**src/rtl/if_fetch_ctrl_if.sv**
```systemverilog
// Bus bundle for if_fetch_ctrl: loader handshake, IF fetch request/control, and the shared
// instruction-memory port. 'master' is the controller side, 'slave' the loader/IF/memory side.
interface if_fetch_ctrl_if;

    // Loader handshake
    logic        load_valid;
    logic [31:0] load_data;
    logic        load_last;
    logic        load_ready;

    // IF request and control
    logic [31:0] ins_addr;
    logic        control_j;
    logic        if_hold;
    logic        if_flush;
    logic        boot_done;
    logic        fault;

    // Instruction memory port
    logic        mem_en;
    logic        mem_we;
    logic [31:0] mem_addr;
    logic [31:0] mem_wdata;
    logic        mem_ready;

    // Controller view
    modport master (
        input  load_valid,
        input  load_data,
        input  load_last,
        output load_ready,
        input  ins_addr,
        input  control_j,
        output if_hold,
        output if_flush,
        output boot_done,
        output fault,
        output mem_en,
        output mem_we,
        output mem_addr,
        output mem_wdata,
        input  mem_ready
    );

    // Loader / IF / memory view
    modport slave (
        output load_valid,
        output load_data,
        output load_last,
        input  load_ready,
        output ins_addr,
        output control_j,
        input  if_hold,
        input  if_flush,
        input  boot_done,
        input  fault,
        input  mem_en,
        input  mem_we,
        input  mem_addr,
        input  mem_wdata,
        output mem_ready
    );

endinterface

```
**src/rtl/if_fetch_ctrl.sv**
```systemverilog
// IF-stage sequencer: boot-loads program words into instruction memory starting at INS_START,
// then hands the single memory port to IF fetches, stalls IF on memory wait states, turns
// control_j into a single IF/ID flush, and halts on out-of-range or misaligned fetches.
// Optional feature macro: IF_FETCH_STALL_CNT_EN adds the stall_cnt output (held-cycle counter).
module if_fetch_ctrl #(
    parameter int unsigned INS_START    = 64,
    parameter int unsigned INS_MEM_SIZE = 40
) (
    input  logic            clk,
    input  logic            reset,
    if_fetch_ctrl_if.master bus
`ifdef IF_FETCH_STALL_CNT_EN
    ,
    output logic [31:0]     stall_cnt
`endif
);

    localparam int unsigned ADDR_W = 32;
    localparam int unsigned DATA_W = 32;
    localparam int unsigned CNT_W  = $clog2(INS_MEM_SIZE + 1);

    localparam logic [ADDR_W-1:0] ADDR_LO = ADDR_W'(INS_START);
    localparam logic [ADDR_W-1:0] ADDR_HI = ADDR_W'(INS_START + 4 * INS_MEM_SIZE);
    localparam logic [CNT_W-1:0]  CNT_MAX = CNT_W'(INS_MEM_SIZE);

    typedef enum logic [1:0] {
        ST_BOOT = 2'd0,
        ST_RUN  = 2'd1,
        ST_WAIT = 2'd2,
        ST_HALT = 2'd3
    } state_t;

    state_t            state_q;
    state_t            state_d;
    logic [CNT_W-1:0]  cnt_q;
    logic              fault_q;
    logic              boot_done_q;
    logic              pend_q;
    logic [ADDR_W-1:0] stall_addr_q;

    logic              in_fetch_c;
    logic              load_full_c;
    logic              load_xfer_c;
    logic              load_drop_c;
    logic [ADDR_W-1:0] load_addr_c;
    logic [ADDR_W-1:0] fetch_addr_c;
    logic              addr_bad_c;

    logic              load_ready_c;
    logic              mem_en_c;
    logic              mem_we_c;
    logic [ADDR_W-1:0] mem_addr_c;
    logic [DATA_W-1:0] mem_wdata_c;
    logic              if_hold_c;
    logic              if_flush_c;

    // Loader and fetch qualifiers shared by the next-state and output logic
    assign in_fetch_c   = (state_q == ST_RUN) || (state_q == ST_WAIT);
    assign load_full_c  = (cnt_q == CNT_MAX);
    assign load_xfer_c  = (state_q == ST_BOOT) && bus.load_valid && bus.mem_ready && !load_full_c;
    assign load_drop_c  = (state_q == ST_BOOT) && bus.load_valid && load_full_c;
    assign load_addr_c  = ADDR_LO + (ADDR_W'(cnt_q) << 2);
    assign fetch_addr_c = (state_q == ST_WAIT) ? stall_addr_q : bus.ins_addr;
    assign addr_bad_c   = (fetch_addr_c < ADDR_LO) || (fetch_addr_c >= ADDR_HI) ||
                          (fetch_addr_c[1:0] != 2'b00);

    // State register
    always_ff @(posedge clk or posedge reset) begin
        if (reset) begin
            state_q <= ST_BOOT;
        end else begin
            state_q <= state_d;
        end
    end

    // Next-state logic
    always_comb begin
        state_d = state_q;
        case (state_q)
            ST_BOOT: begin
                if (load_drop_c) begin
                    state_d = ST_RUN;
                end else if (load_xfer_c && bus.load_last) begin
                    state_d = ST_RUN;
                end
            end
            ST_RUN, ST_WAIT: begin
                if (addr_bad_c) begin
                    state_d = ST_HALT;
                end else if (bus.mem_ready) begin
                    state_d = ST_RUN;
                end else begin
                    state_d = ST_WAIT;
                end
            end
            default: begin
                state_d = ST_HALT;
            end
        endcase
    end

    // Output logic: memory port mux, loader backpressure, IF hold and flush
    always_comb begin
        load_ready_c = 1'b0;
        mem_en_c     = 1'b0;
        mem_we_c     = 1'b0;
        mem_addr_c   = ADDR_LO;
        mem_wdata_c  = '0;
        if_hold_c    = 1'b1;
        if_flush_c   = 1'b0;
        case (state_q)
            ST_BOOT: begin
                // An offer that the memory cannot take this cycle is backpressured, not lost
                load_ready_c = !(bus.load_valid && !bus.mem_ready && !load_full_c);
                mem_addr_c   = load_addr_c;
                if (load_xfer_c) begin
                    mem_en_c    = 1'b1;
                    mem_we_c    = 1'b1;
                    mem_wdata_c = bus.load_data;
                end
            end
            ST_RUN, ST_WAIT: begin
                mem_addr_c = fetch_addr_c;
                if (!addr_bad_c) begin
                    mem_en_c   = 1'b1;
                    if_hold_c  = !bus.mem_ready;
                    if_flush_c = bus.mem_ready && (bus.control_j || pend_q);
                end
            end
            default: begin
                if_hold_c = 1'b1;
            end
        endcase
    end

    // Loader word count; restarts on reset while memory contents stay as written
    always_ff @(posedge clk or posedge reset) begin
        if (reset) begin
            cnt_q <= '0;
        end else if (load_xfer_c) begin
            cnt_q <= cnt_q + CNT_W'(1);
        end
    end

    // Boot completion and sticky fault flags
    always_ff @(posedge clk or posedge reset) begin
        if (reset) begin
            boot_done_q <= 1'b0;
            fault_q     <= 1'b0;
        end else begin
            if ((state_q == ST_BOOT) && (state_d == ST_RUN)) begin
                boot_done_q <= 1'b1;
            end
            if (load_drop_c || (in_fetch_c && addr_bad_c)) begin
                fault_q <= 1'b1;
            end
        end
    end

    // Jump requests arriving while the fetch is stalled are merged into one pending flush
    always_ff @(posedge clk or posedge reset) begin
        if (reset) begin
            pend_q <= 1'b0;
        end else if (in_fetch_c) begin
            if (addr_bad_c || bus.mem_ready) begin
                pend_q <= 1'b0;
            end else if (bus.control_j) begin
                pend_q <= 1'b1;
            end
        end else begin
            pend_q <= 1'b0;
        end
    end

    // Capture the fetch address that the memory stalled on
    always_ff @(posedge clk or posedge reset) begin
        if (reset) begin
            stall_addr_q <= ADDR_LO;
        end else if ((state_q == ST_RUN) && !addr_bad_c && !bus.mem_ready) begin
            stall_addr_q <= bus.ins_addr;
        end
    end

`ifdef IF_FETCH_STALL_CNT_EN
    logic [31:0] stall_cnt_q;

    // Saturating count of held cycles while fetching
    always_ff @(posedge clk or posedge reset) begin
        if (reset) begin
            stall_cnt_q <= '0;
        end else if (in_fetch_c && if_hold_c && (stall_cnt_q != 32'hFFFF_FFFF)) begin
            stall_cnt_q <= stall_cnt_q + 32'd1;
        end
    end

    assign stall_cnt = stall_cnt_q;
`endif

    assign bus.load_ready = load_ready_c;
    assign bus.mem_en     = mem_en_c;
    assign bus.mem_we     = mem_we_c;
    assign bus.mem_addr   = mem_addr_c;
    assign bus.mem_wdata  = mem_wdata_c;
    assign bus.if_hold    = if_hold_c;
    assign bus.if_flush   = if_flush_c;
    assign bus.boot_done  = boot_done_q;
    assign bus.fault      = fault_q;

endmodule
```
**src/flat_wrapper.sv**
```systemverilog
// flat-port wrapper written by rule: the top's interface ports become plain ports
module if_fetch_ctrl_flat 
#(
    parameter int unsigned INS_START    = 64,
    parameter int unsigned INS_MEM_SIZE = 40
)
  (clk, reset, bus_load_valid, bus_load_data, bus_load_last, bus_load_ready, bus_ins_addr, bus_control_j, bus_if_hold, bus_if_flush, bus_boot_done, bus_fault, bus_mem_en, bus_mem_we, bus_mem_addr, bus_mem_wdata, bus_mem_ready);
  if_fetch_ctrl_if bus_i ();
  input  logic clk;
  input  logic reset;
  input wire logic [$bits(bus_i.load_valid)-1:0] bus_load_valid;
  input wire logic [$bits(bus_i.load_data)-1:0] bus_load_data;
  input wire logic [$bits(bus_i.load_last)-1:0] bus_load_last;
  output wire logic [$bits(bus_i.load_ready)-1:0] bus_load_ready;
  input wire logic [$bits(bus_i.ins_addr)-1:0] bus_ins_addr;
  input wire logic [$bits(bus_i.control_j)-1:0] bus_control_j;
  output wire logic [$bits(bus_i.if_hold)-1:0] bus_if_hold;
  output wire logic [$bits(bus_i.if_flush)-1:0] bus_if_flush;
  output wire logic [$bits(bus_i.boot_done)-1:0] bus_boot_done;
  output wire logic [$bits(bus_i.fault)-1:0] bus_fault;
  output wire logic [$bits(bus_i.mem_en)-1:0] bus_mem_en;
  output wire logic [$bits(bus_i.mem_we)-1:0] bus_mem_we;
  output wire logic [$bits(bus_i.mem_addr)-1:0] bus_mem_addr;
  output wire logic [$bits(bus_i.mem_wdata)-1:0] bus_mem_wdata;
  input wire logic [$bits(bus_i.mem_ready)-1:0] bus_mem_ready;
  assign bus_i.load_valid = bus_load_valid;
  assign bus_i.load_data = bus_load_data;
  assign bus_i.load_last = bus_load_last;
  assign bus_load_ready = bus_i.load_ready;
  assign bus_i.ins_addr = bus_ins_addr;
  assign bus_i.control_j = bus_control_j;
  assign bus_if_hold = bus_i.if_hold;
  assign bus_if_flush = bus_i.if_flush;
  assign bus_boot_done = bus_i.boot_done;
  assign bus_fault = bus_i.fault;
  assign bus_mem_en = bus_i.mem_en;
  assign bus_mem_we = bus_i.mem_we;
  assign bus_mem_addr = bus_i.mem_addr;
  assign bus_mem_wdata = bus_i.mem_wdata;
  assign bus_i.mem_ready = bus_mem_ready;
  if_fetch_ctrl #(.INS_START(INS_START), .INS_MEM_SIZE(INS_MEM_SIZE)) u_core (.clk(clk), .reset(reset), .bus(bus_i));
endmodule
```
**config.mk**
```make
export PLATFORM = sky130hd
export DESIGN_NAME = if_fetch_ctrl_flat
export DESIGN_NICKNAME = d
export VERILOG_FILES = /design/src/rtl/if_fetch_ctrl_if.sv /design/src/rtl/if_fetch_ctrl.sv /design/src/flat_wrapper.sv
export SDC_FILE = /design/constraint.sdc
export NUM_CORES = 1
export LEC_CHECK = 0
export BUFFER_PORTS_ARGS = -buffer_cell sky130_fd_sc_hd__buf_2
export CORE_AREA = 2 2 80 82
export DETAILED_ROUTE_END_ITERATION = 8
export DIE_AREA = 0 0 82 84
export PLACE_DENSITY = 0.83
export SYNTH_ARGS = -nofsm -noshare
export SYNTH_HDL_FRONTEND = slang
export SYNTH_SLANG_ARGS = --single-unit
```
**constraint.sdc**
```tcl
create_clock -name clk -period 7.1 [get_ports clk]
set_input_delay 1.42 -clock clk [delete_from_list [all_inputs] [get_ports clk]]
set_output_delay 1.42 -clock clk [all_outputs]
set_load 0.02 [all_outputs]
```
== Word-level counts from Yosys, hierarchy flattened ==
Index checks and enable logic that the tools add are counted.

* Input bits: 70
* Output and inout port bits: 71
* Word-level logic and storage cells: 61
* Bits in registers: 43

* $add $sub $neg: 2
* Multiplexer cells: 21
* Reductions and logical operators: 25
* Equal/unequal tests: 5
* Magnitude comparators: 2

{| class="wikitable"
|+ Operator list
! cell !! number
|-
| 32-bit two-way mux || 3
|-
| 32-bit case mux with 2 select lines || 1
|-
| 32-bit by 8-bit greater-or-equal comparator with 1-bit output, second input constant || 1
|-
| 32-bit by 7-bit less-than comparator with 1-bit output, second input constant || 1
|-
| 1-bit logical AND || 12
|-
| 1-bit two-way mux || 11
|-
| 7-bit by 8-bit adder with 9-bit output, first input constant || 1
|-
| 2-bit two-way mux || 4
|-
| 6-bit by 1-bit adder with 6-bit output, second input constant || 1
|-
| 6-bit equality test, second input constant || 1
|-
| 1-bit logical OR || 6
|-
| 2-bit by 1-bit equality test with 1-bit output, second input constant || 2
|-
| 1-bit zero test || 4
|-
| 2-bit case mux with 2 select lines || 1
|-
| 3-bit != test, second input constant || 1
|-
| 2-bit equality test, second input constant || 1
|-
| 2-bit zero test || 1
|-
| 1-bit case mux with 2 select lines || 1
|-
| 2-bit nonzero test || 1
|-
| 2-bit OR reduction || 1
|}

== Logic depth before layout (Yosys ltp) ==
Gate-level depths: netlist of run 1.

* Depth after elaboration: 10
* Mapped depth: 10
* Mapped depth without buffers: 7

== Least setup slack after synthesis of run 1 ==
Ideal clock, no wire load.

* Path kind: input -> output
* Start point: input port bus_ins_addr[21]
* End point: output port bus_if_flush
* Path buffers: 0
* Setup slack: 2.681 ns
* Data required time: 5.680 ns
* Stages: 5
* Data arrival time: 2.999 ns
* Path through: or4_1 > o22ai_1 > nand4_1 > nand3b_1 > nor3_1

* Longest elaborated chain between the ends: 6
* Elaborated cells on any way between the ends: 7
* Classes of those cells: order compare (2); mux (3); reduce/logical (2)

{| class="wikitable"
|+ RTL lines
! element !! line !! text
|-
| start: declaration || flat_wrapper.sv:15 || <nowiki>input wire logic [$bits(bus_i.ins_addr)-1:0] bus_ins_addr;</nowiki>
|-
| 32-bit two-way mux * || if_fetch_ctrl.sv:63 || <nowiki>assign fetch_addr_c = (state_q == ST_WAIT) ? stall_addr_q : bus.ins_addr;</nowiki>
|-
| 32-bit by 7-bit less-than comparator with 1-bit output or 32-bit by 8-bit greater-or-equal comparator with 1-bit output (tied branches) || if_fetch_ctrl.sv:64 || <nowiki>assign addr_bad_c = (fetch_addr_c < ADDR_LO) || (fetch_addr_c >= ADDR_HI) ||</nowiki>
|-
| 1-bit logical OR * (2 in a row) || if_fetch_ctrl.sv:64 ||
|-
| 1-bit two-way mux * || if_fetch_ctrl.sv:124 || <nowiki>if (!addr_bad_c) begin</nowiki>
|-
| 1-bit two-way mux * || if_fetch_ctrl.sv:111 || <nowiki>case (state_q)</nowiki>
|-
| end: declaration || flat_wrapper.sv:18 || <nowiki>output wire logic [$bits(bus_i.if_flush)-1:0] bus_if_flush;</nowiki>
|}

Mark *: on every way between the ends. The rest lies on a longest branch, timed or not.

== Worst setup path after layout of run 1 ==
* Start point: register u_core.state_q[0]
* End point: output port bus_if_hold

* Longest elaborated chain between the ends: 7
* Elaborated cells on any way between the ends: 11
* Classes of those cells: order compare (2); eq/ne (2); mux (3); reduce/logical (4)

{| class="wikitable"
|+ RTL lines
! element !! line !! text
|-
| start: declaration || if_fetch_ctrl.sv:33 || <nowiki>state_t state_q;</nowiki>
|-
| start signal: assignment || if_fetch_ctrl.sv:72 || <nowiki>state_q <= state_d;</nowiki>
|-
| 2-bit equality test || if_fetch_ctrl.sv:63, if_fetch_ctrl.sv:111 ||
|-
| 32-bit two-way mux || if_fetch_ctrl.sv:63 ||
|-
| 32-bit by 7-bit less-than comparator with 1-bit output or 32-bit by 8-bit greater-or-equal comparator with 1-bit output (tied branches) || if_fetch_ctrl.sv:64 ||
|-
| 1-bit logical OR (2 in a row) || if_fetch_ctrl.sv:64 ||
|-
| 1-bit two-way mux || if_fetch_ctrl.sv:124 ||
|-
| 1-bit two-way mux * || if_fetch_ctrl.sv:111 ||
|-
| end: declaration || flat_wrapper.sv:17 || <nowiki>output wire logic [$bits(bus_i.if_hold)-1:0] bus_if_hold;</nowiki>
|}

Marks and branches as above.

==> results of run 1 <==
==> placed cells by master (no fill, tap or decap), types with 2 or more instances in the layout <==
cell type | netlist | final
buf_2 | 1 | 140
dfrtp_1 | 42 | 42
and2_1 | 33 | 33
mux2i_1 | 31 | 31
nor2_1 | 31 | 30
mux2_4 | 30 | 30
nand2_1 | 10 | 10
inv_1 | 9 | 8
o21ai_0 | 8 | 8
ha_1 | 8 | 7
o22ai_1 | 6 | 6
nand4_1 | 5 | 5
nor4_1 | 5 | 5
clkbuf_8 | 0 | 5
xnor2_1 | 4 | 4
or4_1 | 3 | 3
a31oi_1 | 3 | 3
nor3_1 | 3 | 3
a21oi_1 | 3 | 3
buf_4 | 0 | 3
or4b_2 | 2 | 2
nor2b_1 | 2 | 2
nand3_1 | 2 | 2
mux2_2 | 2 | 2
clkbuf_1 | 7 | 2
==> worst max-delay path by stage <==
stage,from,to,slack (ns)
after detailed placement,u_core.state_q[0]$_DFF_PP0_,bus_if_hold,2.32
after floorplan,bus_ins_addr[21],bus_if_flush,2.68
after global routing,u_core.state_q[0]$_DFF_PP0_,bus_if_hold,1.79
final,u_core.state_q[0]$_DFF_PP0_,bus_if_hold,2.05
after CTS,u_core.state_q[0]$_DFF_PP0_,bus_if_hold,1.98
after global placement,bus_ins_addr[13],bus_if_hold,2.37
==> per-stage QoR <==
| step | util, % | instances | area [µm²] | hold slack (ns) |
|---|---|---|---|---|
| after floorplan | - | 279 | 2900 | 0.470 |
| after global placement | 59.8 | 483 | 3640 | 0.457 |
| after detailed placement | 59.8 | 483 | 3640 | 0.472 |
| after CTS | 61.1 | 491 | 3730 | 0.502 |
| after global routing | 61.1 | 491 | 3730 | 0.508 |
| final | 61.1 | 491 | 3730 | 0.489 |
==> sequential cells by signal, summed over array words and instances, names as in the netlist <==
name                  count
u_core.bus.fault          1
u_core.stall_addr_q      32
u_core.cnt_q              6
u_core.pend_q             1
u_core.state_q            2
u_core.bus.boot_done      1
==> cells in the mapped netlist (all sizes together) (2+ instances only) <==
| master | count | area (µm²) |
|---|---|---|
| a21oi | 3 | 15.0 |
| a31oi | 3 | 18.8 |
| and2 | 33 | 206 |
| buf | 9 | 57.6 |
| clkbuf | 7 | 26.3 |
| dfrtp | 42 | 1050 |
| ha | 8 | 100 |
| inv | 9 | 33.8 |
| mux2 | 32 | 473 |
| mux2i | 31 | 310 |
| nand2 | 10 | 37.5 |
| nand3 | 2 | 10.0 |
| nand3b | 2 | 27.5 |
| nand4 | 5 | 31.3 |
| nor2 | 31 | 116 |
| nor2b | 2 | 12.5 |
| nor3 | 3 | 15.0 |
| nor4 | 5 | 31.3 |
| o21ai | 8 | 40.0 |
| o22ai | 6 | 37.5 |
| or4 | 3 | 22.5 |
| or4b | 3 | 30.0 |
| xnor2 | 4 | 35.0 |
==> cells by family (layout without fill, tap and decap cells) <==
group	count (synthesis)	count (layout)	synth area share, %
adder cells (fa/ha/maj)	8	8	3.45
AND/OR/NAND/NOR	108	108	21.0
AO/OA/AOI/OAI	27	27	5.95
XOR/XNOR	5	5	1.51
multiplexers	63	63	27.0
flip-flops	43	43	37.1
buffers and inverters	25	160	4.05
==> area by class of cell <==
cell class	count	area (µm²)
multi-input cells	211	1710
well taps	77	96.3
inverters	9	33.8
flip-flops and latches	43	1080
repair buffers	143	723
fillers	534	2370
clock buffers	7	76.3
clock inverters	1	5.00
==> power groups by stage <==
stage / registers [µW] / logic (µW) / clock network, µW
2_1_floorplan: 286 / 288 / 0
3_3_place_gp: 286 / 410 / 0
3_5_place_dp: 288 / 416 / 0
4_1_cts: 283 / 417 / 158
5_1_grt: 288 / 456 / 169
6_report: 284 / 413 / 151
==> layer usage <==
metal / up-vias / part of all wire [%] / routed length (µm)
met3: 10 / 7.0 / 523
met4: 0 / 1.5 / 108
met5: - / 0 / 0
met2: 110 / 48 / 3570
met1: 1199 / 44 / 3240
li1: 1253 / - / -
==> worst register-to-register path, delay by kind of cell (launching register included) <==
kind | cells | cell delay, ns
fa+ha+maj | 1 | 0.49
simple gates | 3 | 1.41
buf+inv | 2 | 0.57
compound gates | 1 | 0.18
flops | 1 | 0.42
mux | 1 | 0.51
==> reports/qor.yml, run 1 <==
timing:
  finalWorstSetupSlack_ns: 2.05
  hold_violations: 0
  fin_setup_tns_ns: 0
  finalCriticalPeriod_ns: 5.05
  final-setup-viol-count: 0
  finalClockSkew_ns: 0.00778
  drv_slew: 0
  fmax_ghz: 0.198
  rsz0062_at_grt: "no"
  finalCritPeriodShare_pct: 71.1
  tightest_slew_ns: 0.965
  relSlewSlack_pct: 35.6
worst_setup_path:
  startpoint_type: "flip-flop"
  crit_family: "simple AND/OR/NAND/NOR gates"
  crit_chain: "inv_1, ha_2, buf_4, or4b_2, o22ai_1, nand4_1, nand3b_1, or2_2, buf_2"
  worstPathArrival_ns: 3.63
  crit_buf_inv: 3
  cpPeakStageDelay_ns: 0.63
  cp_slowest_cell: "or4b_2"
  path_depth: 9
  setup.worst_path.class: "reg -> out"
  reg2reg_slack_ns: 3.41
  ff2ff_path_depth: 8
  path_max_fanout: 27
  critPathRequiredTime_ns: 5.68
  r2r_start: "u_core.state_q[0]$_DFF_PP0_"
  critPathCaptureType: "output pin"
  r2r-end: "u_core.stall_addr_q[29]$_DFFE_PP0P_"
yosys:
  synthFlopType: "dfrtp_1"
  synth_edf_count: 0
  yosys_warnings: 0
  ys_seq_elements: 43
  syn_avg_cell_area_um2: 10.4
  ys_seq_area_share_pct: 37.1
  syn_inst: 279
  async_reset_ff_share_pct: 100
  netlist_area_um2: 2900
  syn_nets: 357
  yosysUniqueCellTypes: 46
min_path:
  hold_path.class: "reg -> reg"
  holdPathEnd: "u_core.bus.fault$_DFFE_PP0P_"
  min_from: "u_core.bus.fault$_DFFE_PP0P_"
  whs_path_depth: 1
cts:
  clk_pin_slew_ns: 0.08
  cts_resized: 0
  cts_max_level: 2
  root_buffer: "clkbuf_8"
  cts_tree: "done"
  clock_latency_ns: 0.29
  numCtsBuffers: 5
  post_cts_buffers: 0
  cts_num_sinks: 43
  ctsHoldBuffers: 0
  cts_buffer_depth: 2
drt:
  ant_nets: 0
  viasPerCell: 5.24
  drt_pass1_iterations: 4
  wl_um: 7440
  routed-via-count: 2572
  drc: 0
  drt-initial-drc-count: 82
  wl_per_cell_um: 15.1
grt:
  top_usage_layer: "met2"
  grt_util_met3_pct: 4.76
  grt_pass1_wl_um: 11700
  met2_usage_pct: 36.0
  gr-usage-met1_pct: 27.9
  first_global_vias: 2512
  antenna_found_initial: 0
  grt_overflow: 0
  grt_max_degree: 44
  grtUsageTotal_pct: 21.6
place:
  hpwl_um: 5600
  place_ws_ns: 2.32
  port_buffers: 140
  gp_congestion: 0.777
pwr:
  vdd_ir_drop_max_mv: 0.111
  pwr-share-comb_pct: 48.7
  power.switching_uw: 356
  intPower_uw: 491
  total_leakage_power_uw: 0.00209
  power_density_nw_per_um2: 228
  switching_share_pct: 42.0
  totalPowerFinal_uw: 848
  pwr-share-seq_pct: 33.5
  p_clk_share_pct: 17.9
final_layout:
  drive_gt1_share_pct: 45.7
  n_antenna_cell: 0
  syn2layout_area_growth_pct: 28.3
  final_net_count: 491
flow_run:
  maxCapViolations: 0
die:
  die-area_um2: 6890
  rows: 29
  core_um2: 6100
  dieHeight_um: 84
  io_pins: 141
  die_w_um: 82
  start_util_pct: 47.6
run_status:
  status: "complete, no violations"
Power figures use the tool's default switching activity.
==> run 2: changes to the inputs <==
--- a/config.mk
+++ b/config.mk
@@ -6,10 +6,10 @@
 export NUM_CORES = 1
 export LEC_CHECK = 0
 export BUFFER_PORTS_ARGS = -buffer_cell sky130_fd_sc_hd__buf_2
-export CORE_AREA = 2 2 80 82
+export CORE_AREA = 2 2 87 89
 export DETAILED_ROUTE_END_ITERATION = 8
-export DIE_AREA = 0 0 82 84
-export PLACE_DENSITY = 0.83
+export DIE_AREA = 0 0 89 91
+export PLACE_DENSITY = 0.75
 export SYNTH_ARGS = -nofsm -noshare
 export SYNTH_HDL_FRONTEND = slang
 export SYNTH_SLANG_ARGS = --single-unit
==> constraint.sdc (replaced) <==
create_clock -name clk -period 4.1 [get_ports clk]
set_input_delay 0.82 -clock clk [delete_from_list [all_inputs] [get_ports clk]]
set_output_delay 0.82 -clock clk [all_outputs]
set_load 0.02 [all_outputs]
==> run 2 against run 1 <==
  * Setup slack got worse by 1.7 ns
  * Sequential share of layout area decreased by 0.46 points
  * Sequential power is 73% higher
  * Wire length up 5.7%
  * Clock-buffer cell count did not move
  * Sequential cell count stayed put
  * Power rose by 77%
  * Global-route usage shrank 2.2 points
  * Clock skew fell by 0.0021 ns
  * Worst hold slack got worse by 0.015 ns
  * Critical path depth decreased by 1
==> reports/qor.yml, run 2 (synthesis gave the netlist of run 1 again) <==
run_status:
  status: "complete, no violations"  # unchanged
final_layout:
  drive_gt1_share_pct: 46.3  # was 45.7%
  n_antenna_cell: 0  # unchanged
  final_cell_mix: "buf_2 (140), dfrtp_1 (42), and2_1 (33)"  # unchanged
  syn2layout_area_growth_pct: 30.4  # was 28.3%
  final_net_count: 494  # was 491
  largest_register_ff_count: 32  # unchanged
  top_regs: "u_core.stall_addr_q (32), u_core.cnt_q (6), u_core.state_q (2)"  # unchanged
  final_common_cell: "buf_2"  # unchanged
  largest_register: "u_core.stall_addr_q"  # unchanged
  fin_util_pct: 53.1  # was 61.1%
grt:
  grt_overflow: 0  # unchanged
  grt_pass1_wl_um: 12500  # was 11700 µm
  antenna_found_initial: 0  # unchanged
  first_global_vias: 2596  # was 2512
  grtUsageTotal_pct: 19.5  # was 21.6%
  grt_max_degree: 44  # unchanged
timing:
  rsz0062_at_grt: "no"  # unchanged
  relSlewSlack_pct: 45.4  # was 35.6%
  fmax_ghz: 0.265
  fin_setup_tns_ns: 0  # unchanged
  final-setup-viol-count: 0  # unchanged
  drv_slew: 0  # unchanged
  hold_violations: 0  # unchanged
  finalCriticalPeriod_ns: 3.77
  tightest_slew_ns: 0.818  # was 0.965 ns
  finalCritPeriodShare_pct: 92.0
  finalClockSkew_ns: 0.00565  # was 0.00778 ns
cts:
  cts_tree: "done"  # unchanged
  post_cts_buffers: 0  # unchanged
  ctsHoldBuffers: 0  # unchanged
  cts_buffer_depth: 2  # unchanged
  clk_pin_slew_ns: 0.08  # about the same
  cts_max_level: 2  # unchanged
  cts_num_sinks: 43  # unchanged
  root_buffer: "clkbuf_8"  # unchanged
  clock_latency_ns: 0.29  # about the same
  cts_resized: 0  # unchanged
  numCtsBuffers: 5  # unchanged
worst_setup_path:
  startpoint_type: "flip-flop"  # unchanged
  reg2reg_slack_ns: 0.79  # was 3.41 ns
  r2r-end: "u_core.stall_addr_q[22]$_DFFE_PP0P_"  # was u_core.stall_addr_q[29]$_DFFE_PP0P_
  worstPathArrival_ns: 2.95  # was 3.63 ns
  path_max_fanout: 24  # was 27
  cpPeakStageDelay_ns: 0.48  # was 0.63 ns
  critPathRequiredTime_ns: 3.28  # was 5.68 ns
  crit_buf_inv: 3  # unchanged
  critPathCaptureType: "output pin"  # unchanged
  path_depth: 8  # was 9
  crit_chain: "inv_1, ha_2, buf_4, or4b_1, o22ai_1, nand3b_1, or2_2, buf_2"  # was inv_1, ha_2, buf_4, or4b_2, o22ai_1, nand4_1, nand3b_1, or2_2, buf_2
  cp_slowest_cell: "or4b_1"  # was or4b_2
  ff2ff_path_depth: 8  # unchanged
  crit_family: "simple AND/OR/NAND/NOR gates"  # unchanged
  setup.worst_path.class: "reg -> out"  # unchanged
  r2r_start: "u_core.state_q[0]$_DFF_PP0_"  # unchanged
pwr:
  intPower_uw: 872  # was 491 µW
  pwr-share-seq_pct: 32.7  # was 33.5%
  pwr-share-comb_pct: 48.6  # was 48.7%
  vdd_ir_drop_max_mv: 0.184  # was 0.111 mV
  switching_share_pct: 41.9  # was 42.0%
  power_density_nw_per_um2: 396  # was 228 nW/µm²
  total_leakage_power_uw: 0.00211  # was 0.00209 µW
  power.switching_uw: 629  # was 356 µW
  p_clk_share_pct: 18.7  # was 17.9%
drt:
  routed-via-count: 2613  # was 2572
  drt-initial-drc-count: 69  # was 82
  viasPerCell: 5.06  # was 5.24
  ant_nets: 0  # unchanged
  drc: 0  # unchanged
  wl_um: 7860  # was 7440 µm
  drt_pass1_iterations: 4  # unchanged
  wl_per_cell_um: 15.2  # was 15.1 µm
min_path:
  hold_path.class: "reg -> reg"  # unchanged
  holdPathEnd: "u_core.bus.fault$_DFFE_PP0P_"  # unchanged
  min_from: "u_core.bus.fault$_DFFE_PP0P_"  # unchanged
  whs_path_depth: 1  # unchanged
place:
  hpwl_um: 6070  # was 5600 µm
  port_buffers: 140  # unchanged
  gp_congestion: 0.850  # was 0.777
die:
  start_util_pct: 40.7  # was 47.6%
  core_um2: 7140  # was 6100 µm²
  die-area_um2: 8100  # was 6890 µm²
  rows: 31  # was 29
  dieHeight_um: 91  # was 84 µm
  die_w_um: 89  # was 82 µm
  io_pins: 141  # unchanged
flow_run:
  maxCapViolations: 0  # unchanged
[run 2: changes by cell type in the layout (fill, tap and decap cells not counted), sizes merged]
| cell | delta |
|---|---|
| buf | +3 |
[run 2: layer usage]
layer | track usage (%) | vias to the layer above | wire length [µm]
met3 | 4.09 | 8 | 582
met5 | 0 | - | 0
li1 | - | 1254 | -
met4 | 4.60 | 0 | 112
met2 | 34.3 | 127 | 3830
met1 | 24.0 | 1224 | 3340
[run 2: worst max-delay path by stage]
stage                                            from           end  slack (ns)
after floorplan                      bus_ins_addr[21]  bus_if_flush        0.88
after global placement               bus_ins_addr[21]   bus_if_hold        0.65
after detailed placement  u_core.state_q[0]$_DFF_PP0_   bus_if_hold        0.64
after CTS                 u_core.state_q[0]$_DFF_PP0_   bus_if_hold        0.30
after global routing      u_core.state_q[0]$_DFF_PP0_   bus_if_hold        0.12
final                     u_core.state_q[0]$_DFF_PP0_   bus_if_hold        0.33
[run 2: metrics by stage]
stage | hold slack [ns] | cells | total power [µW] | setup WS (ns) | area [µm²]
3_3_place_gp | 0.464 | 508 | 1220 | 0.654 | 3690
5_1_grt | 0.497 | 516 | 1600 | 0.119 | 3790
4_1_cts | 0.482 | 516 | 1520 | 0.299 | 3790
6_report | 0.475 | 516 | 1500 | 0.327 | 3790
2_1_floorplan | 0.470 | 279 | 995 | 0.881 | 2900
3_5_place_dp | 0.461 | 508 | 1230 | 0.642 | 3690
[run 2: cell type report]
| type | count | area [µm²] |
|---|---|---|
| Fill cell | 702 | 3350 |
| Multi-Input combinational cell | 211 | 1710 |
| Sequential cell | 43 | 1080 |
| Timing Repair Buffer | 146 | 746 |
| Tap cell | 99 | 124 |
| Clock buffer | 7 | 86.3 |
| Inverter | 9 | 33.8 |
| Clock inverter | 1 | 5.00 |
[run 2: power by group through the flow]
stage / sequential (µW) / combinational (µW) / clock [µW]
6_report: 491 / 729 / 281
3_3_place_gp: 495 / 722 / 0
4_1_cts: 490 / 736 / 290
2_1_floorplan: 495 / 499 / 0
3_5_place_dp: 499 / 732 / 0
5_1_grt: 497 / 802 / 304
[run 2: worst reg2reg max path, delay by kind of cell, from the launching register on]
family,cells,cell delay [ns]
AND/OR/NAND/NOR,3,1.21
buffers and inverters,2,0.51
AO/OA/AOI/OAI,1,0.19
adder cells (fa/ha/maj),1,0.34
multiplexers,1,0.51
flip-flops,1,0.42
